--- config.mk ---
export PLATFORM = sky130hd
export DESIGN_NAME = frame_sipo_buf
export DESIGN_NICKNAME = d
export VERILOG_FILES = /design/src/rtl/sipo_pkg.sv /design/src/rtl/sipo_slot_bank.sv /design/src/rtl/frame_sipo_buf.sv
export SDC_FILE = /design/constraint.sdc
export NUM_CORES = 1
export LEC_CHECK = 0
export BUFFER_PORTS_ARGS = -buffer_cell sky130_fd_sc_hd__clkbuf_2
export CORE_UTILIZATION = 55
export CTS_CLUSTER_DIAMETER = 40
export DETAILED_ROUTE_END_ITERATION = 10
export GPL_TIMING_DRIVEN = 1
export PLACE_DENSITY = 0.78
export SLEW_MARGIN = 25
export SYNTH_ARGS = -nofsm -noshare
export SYNTH_HDL_FRONTEND = slang
export SYNTH_SLANG_ARGS = --single-unit
--- constraint.sdc ---
create_clock -name clk -period 5.05 [get_ports clk]
set_input_delay 0.2525 -clock clk [delete_from_list [all_inputs] [get_ports clk]]
set_output_delay 0.2525 -clock clk [all_outputs]
set_load 0.05 [all_outputs]
--- src/rtl/sipo_pkg.sv ---
// Shared constants and helpers for the frame serial-to-parallel collector.
// Gap-handling selectors and the slot-index to bit-offset mapping of a frame bus.
package sipo_pkg;

    localparam int GAP_DISCARD = 0;
    localparam int GAP_HOLD    = 1;

    function automatic int unsigned slot_off(input int unsigned slot, input int unsigned data_w);
        return slot * data_w;
    endfunction

endpackage

--- src/rtl/sipo_slot_bank.sv ---
// Register bank holding the partial frame, one slot written per accepted sample.
// Latency: written slot visible the cycle after the write.
// Backpressure: none, the writer decides when wr_en is asserted.
module sipo_slot_bank
    import sipo_pkg::*;
#(
    parameter int DATA_W = 16,
    parameter int SLOTS  = 15,
    parameter int CNT_W  = 4
) (
    input  logic                    clk,
    input  logic                    rst_n,
    input  logic                    wr_en,
    input  logic [CNT_W-1:0]        wr_idx,
    input  logic [DATA_W-1:0]       wr_data,
    output logic [SLOTS*DATA_W-1:0] slots
);

    logic [DATA_W-1:0] mem [SLOTS];
    logic [SLOTS-1:0]  wr_hot;

    for (genvar i = 0; i < SLOTS; i++) begin : g_slot
        assign wr_hot[i] = wr_en & (wr_idx == CNT_W'(i));
        assign slots[slot_off(i, DATA_W) +: DATA_W] = mem[i];
    end

    always_ff @(posedge clk or negedge rst_n) begin
        if (!rst_n) begin
            for (int i = 0; i < SLOTS; i++) begin
                mem[i] <= '0;
            end
        end else begin
            for (int i = 0; i < SLOTS; i++) begin
                if (wr_hot[i]) begin
                    mem[i] <= wr_data;
                end
            end
        end
    end

endmodule

--- src/rtl/frame_sipo_buf.sv ---
// Collects FRAME_LEN serial samples into one parallel frame on a valid/ready port.
// Latency: frame visible the cycle after its last sample is accepted.
// Backpressure: only the completing sample stalls, while an untaken frame is still held.
module frame_sipo_buf
    import sipo_pkg::*;
#(
    parameter int DATA_W    = 16,
    parameter int FRAME_LEN = 16,
    parameter int GAP_MODE  = GAP_DISCARD,
    parameter int CNT_W     = $clog2(FRAME_LEN)
) (
    input  logic                        clk,
    input  logic                        rst_n,
    input  logic                        in_valid,
    input  logic [DATA_W-1:0]           in_data,
    output logic                        in_ready,
    input  logic                        flush,
    output logic                        frame_valid,
    input  logic                        frame_ready,
    output logic [DATA_W*FRAME_LEN-1:0] frame_data,
    output logic [CNT_W-1:0]            fill_level,
    output logic [7:0]                  frame_cnt,
    output logic                        drop
);

    localparam int               BANK_W = DATA_W * (FRAME_LEN - 1);
    localparam logic [CNT_W-1:0] LAST   = CNT_W'(FRAME_LEN - 1);
    localparam bit               HOLD   = (GAP_MODE == GAP_HOLD);

    logic [CNT_W-1:0]  cnt;
    logic [CNT_W-1:0]  cnt_nxt;
    logic [BANK_W-1:0] bank;
    logic              last;
    logic              accept;
    logic              complete;
    logic              gap;
    logic              drop_nxt;
    logic              frame_valid_nxt;

    assign last     = (cnt == LAST);
    // frame_ready feeds in_ready combinationally so a take and a completion can share an edge.
    assign in_ready = ~flush & ~(last & frame_valid & ~frame_ready);
    assign accept   = in_valid & in_ready;
    assign complete = accept & last;
    assign gap      = ~in_valid & ~HOLD;

    assign fill_level = cnt;

    sipo_slot_bank #(
        .DATA_W (DATA_W),
        .SLOTS  (FRAME_LEN - 1),
        .CNT_W  (CNT_W)
    ) u_bank (
        .clk     (clk),
        .rst_n   (rst_n),
        .wr_en   (accept & ~last),
        .wr_idx  (cnt),
        .wr_data (in_data),
        .slots   (bank)
    );

    always_comb begin
        cnt_nxt         = cnt;
        drop_nxt        = 1'b0;
        frame_valid_nxt = frame_valid;
        if (flush) begin
            cnt_nxt  = '0;
            drop_nxt = (cnt != '0);
        end else if (accept) begin
            cnt_nxt = last ? '0 : cnt + CNT_W'(1);
        end else if (gap) begin
            cnt_nxt  = '0;
            drop_nxt = (cnt != '0);
        end
        if (complete) begin
            frame_valid_nxt = 1'b1;
        end else if (frame_ready) begin
            frame_valid_nxt = 1'b0;
        end
    end

    always_ff @(posedge clk or negedge rst_n) begin
        if (!rst_n) begin
            cnt         <= '0;
            drop        <= 1'b0;
            frame_valid <= 1'b0;
            frame_data  <= '0;
            frame_cnt   <= '0;
        end else begin
            cnt         <= cnt_nxt;
            drop        <= drop_nxt;
            frame_valid <= frame_valid_nxt;
            if (complete) begin
                // The completing sample bypasses the bank straight into the top slot.
                frame_data[BANK_W-1:0] <= bank;
                frame_data[slot_off(FRAME_LEN - 1, DATA_W) +: DATA_W] <= in_data;
                frame_cnt <= frame_cnt + 8'd1;
            end
        end
    end

endmodule

Word level (Yosys, flattened, before mapping)
Index checks and enable logic that the tools add are counted.
{"block": "word_totals", "in_bits": 21, "regBits": 510, "out_inout_bits": 271, "elab_cells": 75}
{"block": "op_classes", "reduce_logical": 3, "n_addsub": 2, "bitwise_logic": 25, "eq_ne": 16, "mux": 9}
{"op": "4-bit == test (second input constant)", "n": 8}
{"op": "1-bit bitwise AND", "n": 21}
{"op": "4-bit by 3-bit == test with 1-bit output (second input constant)", "n": 4}
{"op": "4-bit 2-to-1 mux", "n": 4}
{"op": "8-bit by 1-bit adder with 8-bit output (second input constant)", "n": 1}
{"op": "4-bit by 2-bit == test with 1-bit output (second input constant)", "n": 2}
{"op": "1-bit 2-to-1 mux", "n": 5}
{"op": "4-bit by 1-bit adder with 4-bit output (second input constant)", "n": 1}
{"op": "4-bit by 1-bit == test with 1-bit output (second input constant)", "n": 1}
{"op": "4-bit logical NOT", "n": 1}
{"op": "1-bit inverter", "n": 4}
{"op": "4-bit nonzero test", "n": 1}
{"op": "3-bit by 1-bit != test with 1-bit output (second input constant)", "n": 1}
{"op": "2-bit nonzero test", "n": 1}

Logic depth before layout (Yosys ltp)
{"block": "logic_depth", "depth_word": 8, "mapped_depth": 7, "mapped_depth_nobuf": 5}

By module
A second synthesis with hierarchy kept.
{"block": "hier_totals", "cells_unflattened": 1145, "area_unflattened_um2": 19452.4}
{"module": "frame_sipo_buf", "seq_area_each_um2": 6756.5, "cells_per_inst": 605, "instances": 1, "area_each_um2": 10327.4}
{"module": "sipo_slot_bank", "seq_area_each_um2": 6005.8, "cells_per_inst": 540, "instances": 1, "area_each_um2": 9125.0}

Worst setup path before layout
OpenSTA, ideal clock, no wires.
{"block": "synth_path", "kind": "register to register", "start": "register cnt[0], in the netlist fill_level[0]", "end": "register frame_data[240]", "stages_incl_launch_ff": 7, "arrival_ns": 2.094, "n_path_buf": 2, "synth_period_minus_slack_ns": 2.218, "required_time_ns": 4.925, "slack_ns": 2.832, "setup_ns": 0.125, "path_cell_list": "dfrtp_1 > ha_1 > nand2b_4 > nor3_4 > buf_6 > buf_6 > mux2_2"}
{"block": "synth_between", "elab_chain_cells": 7}
{"item": "start, declared", "line": "frame_sipo_buf.sv:30", "rtl": "logic [CNT_W-1:0] cnt;"}
{"item": "start signal, assigned", "line": "frame_sipo_buf.sv:90", "rtl": "cnt <= cnt_nxt;"}
{"item": "4-bit == test (*)", "line": "frame_sipo_buf.sv:40", "rtl": "assign last = (cnt == LAST);"}
{"item": "1-bit bitwise AND (2 in series)", "line": "frame_sipo_buf.sv:42", "rtl": "assign in_ready = ~flush & ~(last & frame_valid & ~frame_ready);"}
{"item": "1-bit inverter", "line": "frame_sipo_buf.sv:42"}
{"item": "1-bit bitwise AND", "line": "frame_sipo_buf.sv:42"}
{"item": "1-bit bitwise AND", "line": "frame_sipo_buf.sv:43", "rtl": "assign accept = in_valid & in_ready;"}
{"item": "1-bit bitwise AND (*)", "line": "frame_sipo_buf.sv:44", "rtl": "assign complete = accept & last;"}
{"item": "end signal, assigned by index", "line": "frame_sipo_buf.sv:95", "rtl": "frame_data[BANK_W-1:0] <= bank;"}
{"item": "end signal, assigned by index", "line": "frame_sipo_buf.sv:96", "rtl": "frame_data[slot_off(FRAME_LEN - 1, DATA_W) +: DATA_W] <= in_data;"}
{"item": "end, declared", "line": "frame_sipo_buf.sv:20", "rtl": "output logic [DATA_W*FRAME_LEN-1:0] frame_data,"}
Mark *: on every way between the ends. The rest lies on a longest branch, timed or not.
A chain may end at the register's enable or synchronous reset.

Worst setup path in the final report
{"block": "layout_path", "start": "register cnt[1], in the netlist fill_level[1]", "end": "register frame_data[126]"}
The elaborated chain is that of the path after synthesis.

==> metrics.md <==
| Metric | Value |
|---|---|
| Worst Skew | `17.3 ps` |
| FF-to-FF setup slack | `2390 ps` |
| Worst path arrival time | `3130 ps` |
| # setup viols final | `0` |
| Worst reg2reg path depth | `5` |
| Switching Fraction | `21.7%` |
| Initial DRC count | `497` |
| Most frequent cells in the layout | `510 x dfrtp_1, 498 x mux2_2, 290 x clkbuf_2` |
| Syn avg cell area | `17.0 sq um` |
| Bufs on Longest Clock Path | `3` |
| Std-Cell Rows | `68` |
| CP Depth | `5` |
| Type of origin of the critical path | `register` |
| Highest clock rate | `376 MHz` |
| Fin crit share | `52.7%` |
| I/O Buffers | `291` |
| Status | `completed` |
| GRT Total Usage | `23.5%` |
| Reg clk slew, reported paths | `60 ps` |
| RSZ-0062 raised after global routing | `no` |
| Vias per cell | `5.42` |
| CTS tree | `yes` |
| Rel. slew slack | `32.3%` |
| Crit Path Class | `register to register` |
| Final hold slack | `112 ps` |
| Initial Utilization | `56.2%` |
| Initial antenna violation count | `0` |
| Wire per inst | `21.2 um` |
| Post-CTS setup buffers | `0` |
| Crit Reg-Reg Startpoint | `fill_level[1]` |
| GRT overflow | `0` |
| Synth Register Bits | `510` |
| Lkg Pwr | `12.3 nW` |
| Pwr per Cell Area | `380 nW/um^2` |
| Post-DP HPWL | `25500 um` |
| Hold WC Path Type | `input port to register` |
| Final hold vios | `0` |
| Setup tns final | `0 ps` |
| CP top delay family | `buffers and inverters` |
| Via count of the first global-routing pass | `11078` |
| Clk sinks | `510` |
| Critical Path RT | `5520 ps` |
| Crit-path max cell delay | `620 ps` |
| Crit Path Max Fanout | `165` |
| Detailed-router iteration count before antenna repair | `4` |
| Yosys warnings | `0` |
| First-pass GRT wire length | `64700 um` |
| CP Buf/Inv Count | `1` |
| Max Slew Vio Count | `0` |
| Crit Reg-Reg Endpoint | `frame_data[126]` |
| Util after Layout | `66.5%` |
| Placer Congestion | `0.829` |
| Leading cell type in the layout, fill and taps excluded | `dfrtp_1` |
| Clock Latency Late Sink | `590 ps` |
| CTS buffer count | `59` |
| Die height | `190 um` |
| Share of layout cells above drive strength 1 | `61.2%` |
| Max cap viols | `0` |
| Die X | `190 um` |
| Via count | `10552` |
| Clk pwr share | `48.8%` |
| Clk root buf | `clkbuf_16` |
| Fill count | `2494` |
| Peak supply drop | `0.341 mV` |
| CP Capture Type | `register` |
| Die Area | `36200 sq um` |
| H-tree depth | `2` |
| Core ar. | `34700 sq um` |
| ANT cells | `0` |
| Post-synth cell types | `36` |
| Critical-path cell list | `ha_1 > nand2b_4 > nor3_4 > buf_12 > mux2_2` |
| Post-synthesis sequential area ratio | `65.5%` |
| Cell total after placement | `1833` |
| Seq pwr share | `48.3%` |
| Final non-filler cell total | `1946` |
| Comb pwr share | `3.0%` |
| Crit path launch | `fill_level[1]` |
| Cells after Synth | `1150` |
| Area Overhead vs Synth | `18.5%` |
| Post-layout net count | `1467` |
| Syn Std Cell Area | `19500 sq um` |
| Sw power | `1.91 mW` |
| Slew @ Worst Pin | `1010 ps` |
| Mapped Nets | `1176` |
| I/O pins | `292` |
| Largest net degree at the start of global routing | `166` |
| DRC | `0` |
| Critical Path End | `frame_data[126]` |
| Crit-path slowest cell | `buf_12` |
| Antenna-violating nets left | `0` |
| P_int | `6.86 mW` |
| Minimum clock period | `2660 ps` |
| DRT Wirelength | `41300 um` |
[Yosys cell counts]
cell	n	area, sq um
nor4_1	1	6.26
clkbuf_1	16	60.1
mux2_2	498	5610
and3_1	2	12.5
nor3_2	1	10.0
a21oi_1	4	20.0
inv_1	3	11.3
a211o_1	1	8.76
ha_1	5	62.6
and4_1	1	8.76
nand3_2	3	30.0
buf_6	35	394
dfrtp_1	510	12800
and2b_1	1	7.51
nor2b_1	1	6.26
xor2_1	1	8.76
a21boi_0	1	7.51
buf_2	6	30.0
nor2_1	7	26.3
buf_4	10	75.1
o21ai_0	2	10.0
nand3_1	4	20.0
nand2b_1	5	31.3
nor2_4	1	11.3
nor2_2	2	12.5
nand3b_4	1	20.0
nand2_2	2	12.5
nor3_1	1	5.00
nand4_1	2	12.5
and2_1	5	31.3
nor3_4	3	48.8
xnor2_1	6	52.6
nand2b_4	1	13.8
nand4_2	2	25.0
nand2_1	5	18.8
buf_8	1	15.0
[worst register-to-register path: stages, from the launching register on]
cell and delay (ps):
dfrtp_1 460, ha_1 370, nand2b_4 140, nor3_4 300, buf_12 620, mux2_2 660
[state kept, by name (all words and copies together) (netlist names)]
name	flops
drop	1
frame_valid	1
u_bank.slots	240
frame_data	256
fill_level	4
frame_cnt	8
[routing by layer]
| layer | share of wire [%] | vias up | track usage [%] | routed length [um] |
|---|---|---|---|---|
| met5 | 0 | - | 0 | 0 |
| met1 | 44 | 5545 | 32.2 | 18000 |
| li1 | - | 4665 | - | - |
| met4 | 2.5 | 0 | 7.88 | 1020 |
| met3 | 4.9 | 66 | 4.21 | 2030 |
| met2 | 49 | 276 | 38.0 | 20200 |
[stage by stage]
| stage | instance area (sq um) | setup slack [ps] | total power [mW] |
|---|---|---|---|
| after floorplan | 19500 | 2830 | 4.41 |
| after global placement | 21100 | 2530 | 4.56 |
| after detailed placement | 21100 | 2480 | 4.57 |
| after CTS | 23100 | 2470 | 8.87 |
| after global routing | 23100 | 2260 | 9.06 |
| final | 23100 | 2390 | 8.77 |
[power groups by stage]
stage | sequential (mW) | clock [mW] | combinational [mW]
6_report | 4.23 | 4.28 | 0.261
3_3_place_gp | 4.30 | 0 | 0.259
5_1_grt | 4.24 | 4.52 | 0.294
4_1_cts | 4.23 | 4.36 | 0.270
2_1_floorplan | 4.29 | 0 | 0.119
3_5_place_dp | 4.31 | 0 | 0.269
[cells by family after synthesis]
family / after synthesis / synth area share, %
buffers and inverters: 71 / 3.00
xor gates and xnor gates: 7 / 0.314
and+or+nand+nor: 51 / 1.90
AOI/OAI and AO/OA: 8 / 0.237
muxes: 498 / 28.8
adders and majority gates: 5 / 0.321
DFF: 510 / 65.5
[worst min path at each step]
stage,startpoint,depth (start not counted),to,slack [ps]
after floorplan,rst_n,0,drop,-40
after global placement,rst_n,1,u_bank.slots[17],330
after detailed placement,rst_n,1,frame_data[20],350
after CTS,frame_ready,3,frame_valid,70
after global routing,frame_ready,3,frame_valid,100
final,frame_ready,3,frame_valid,110
[repair_timing]
item,in CTS,in global routing
hold buffers,1,0
hold endpoints to repair,97,0
resized for setup,0,0
[cell type report]
class                      instances  area [sq um]  share of cell area, %
clock inverter                    36           393                   1.70
timing repair buffer             298          1590                   6.88
multi-input combinational        569          6160                   26.7
sequential                       510         12800                   55.3
clock buffer                      75          1610                   6.97
tap                              455           569                   2.47
inverter                           3          11.3                 0.0488
(Power assumes the default switching activity.)
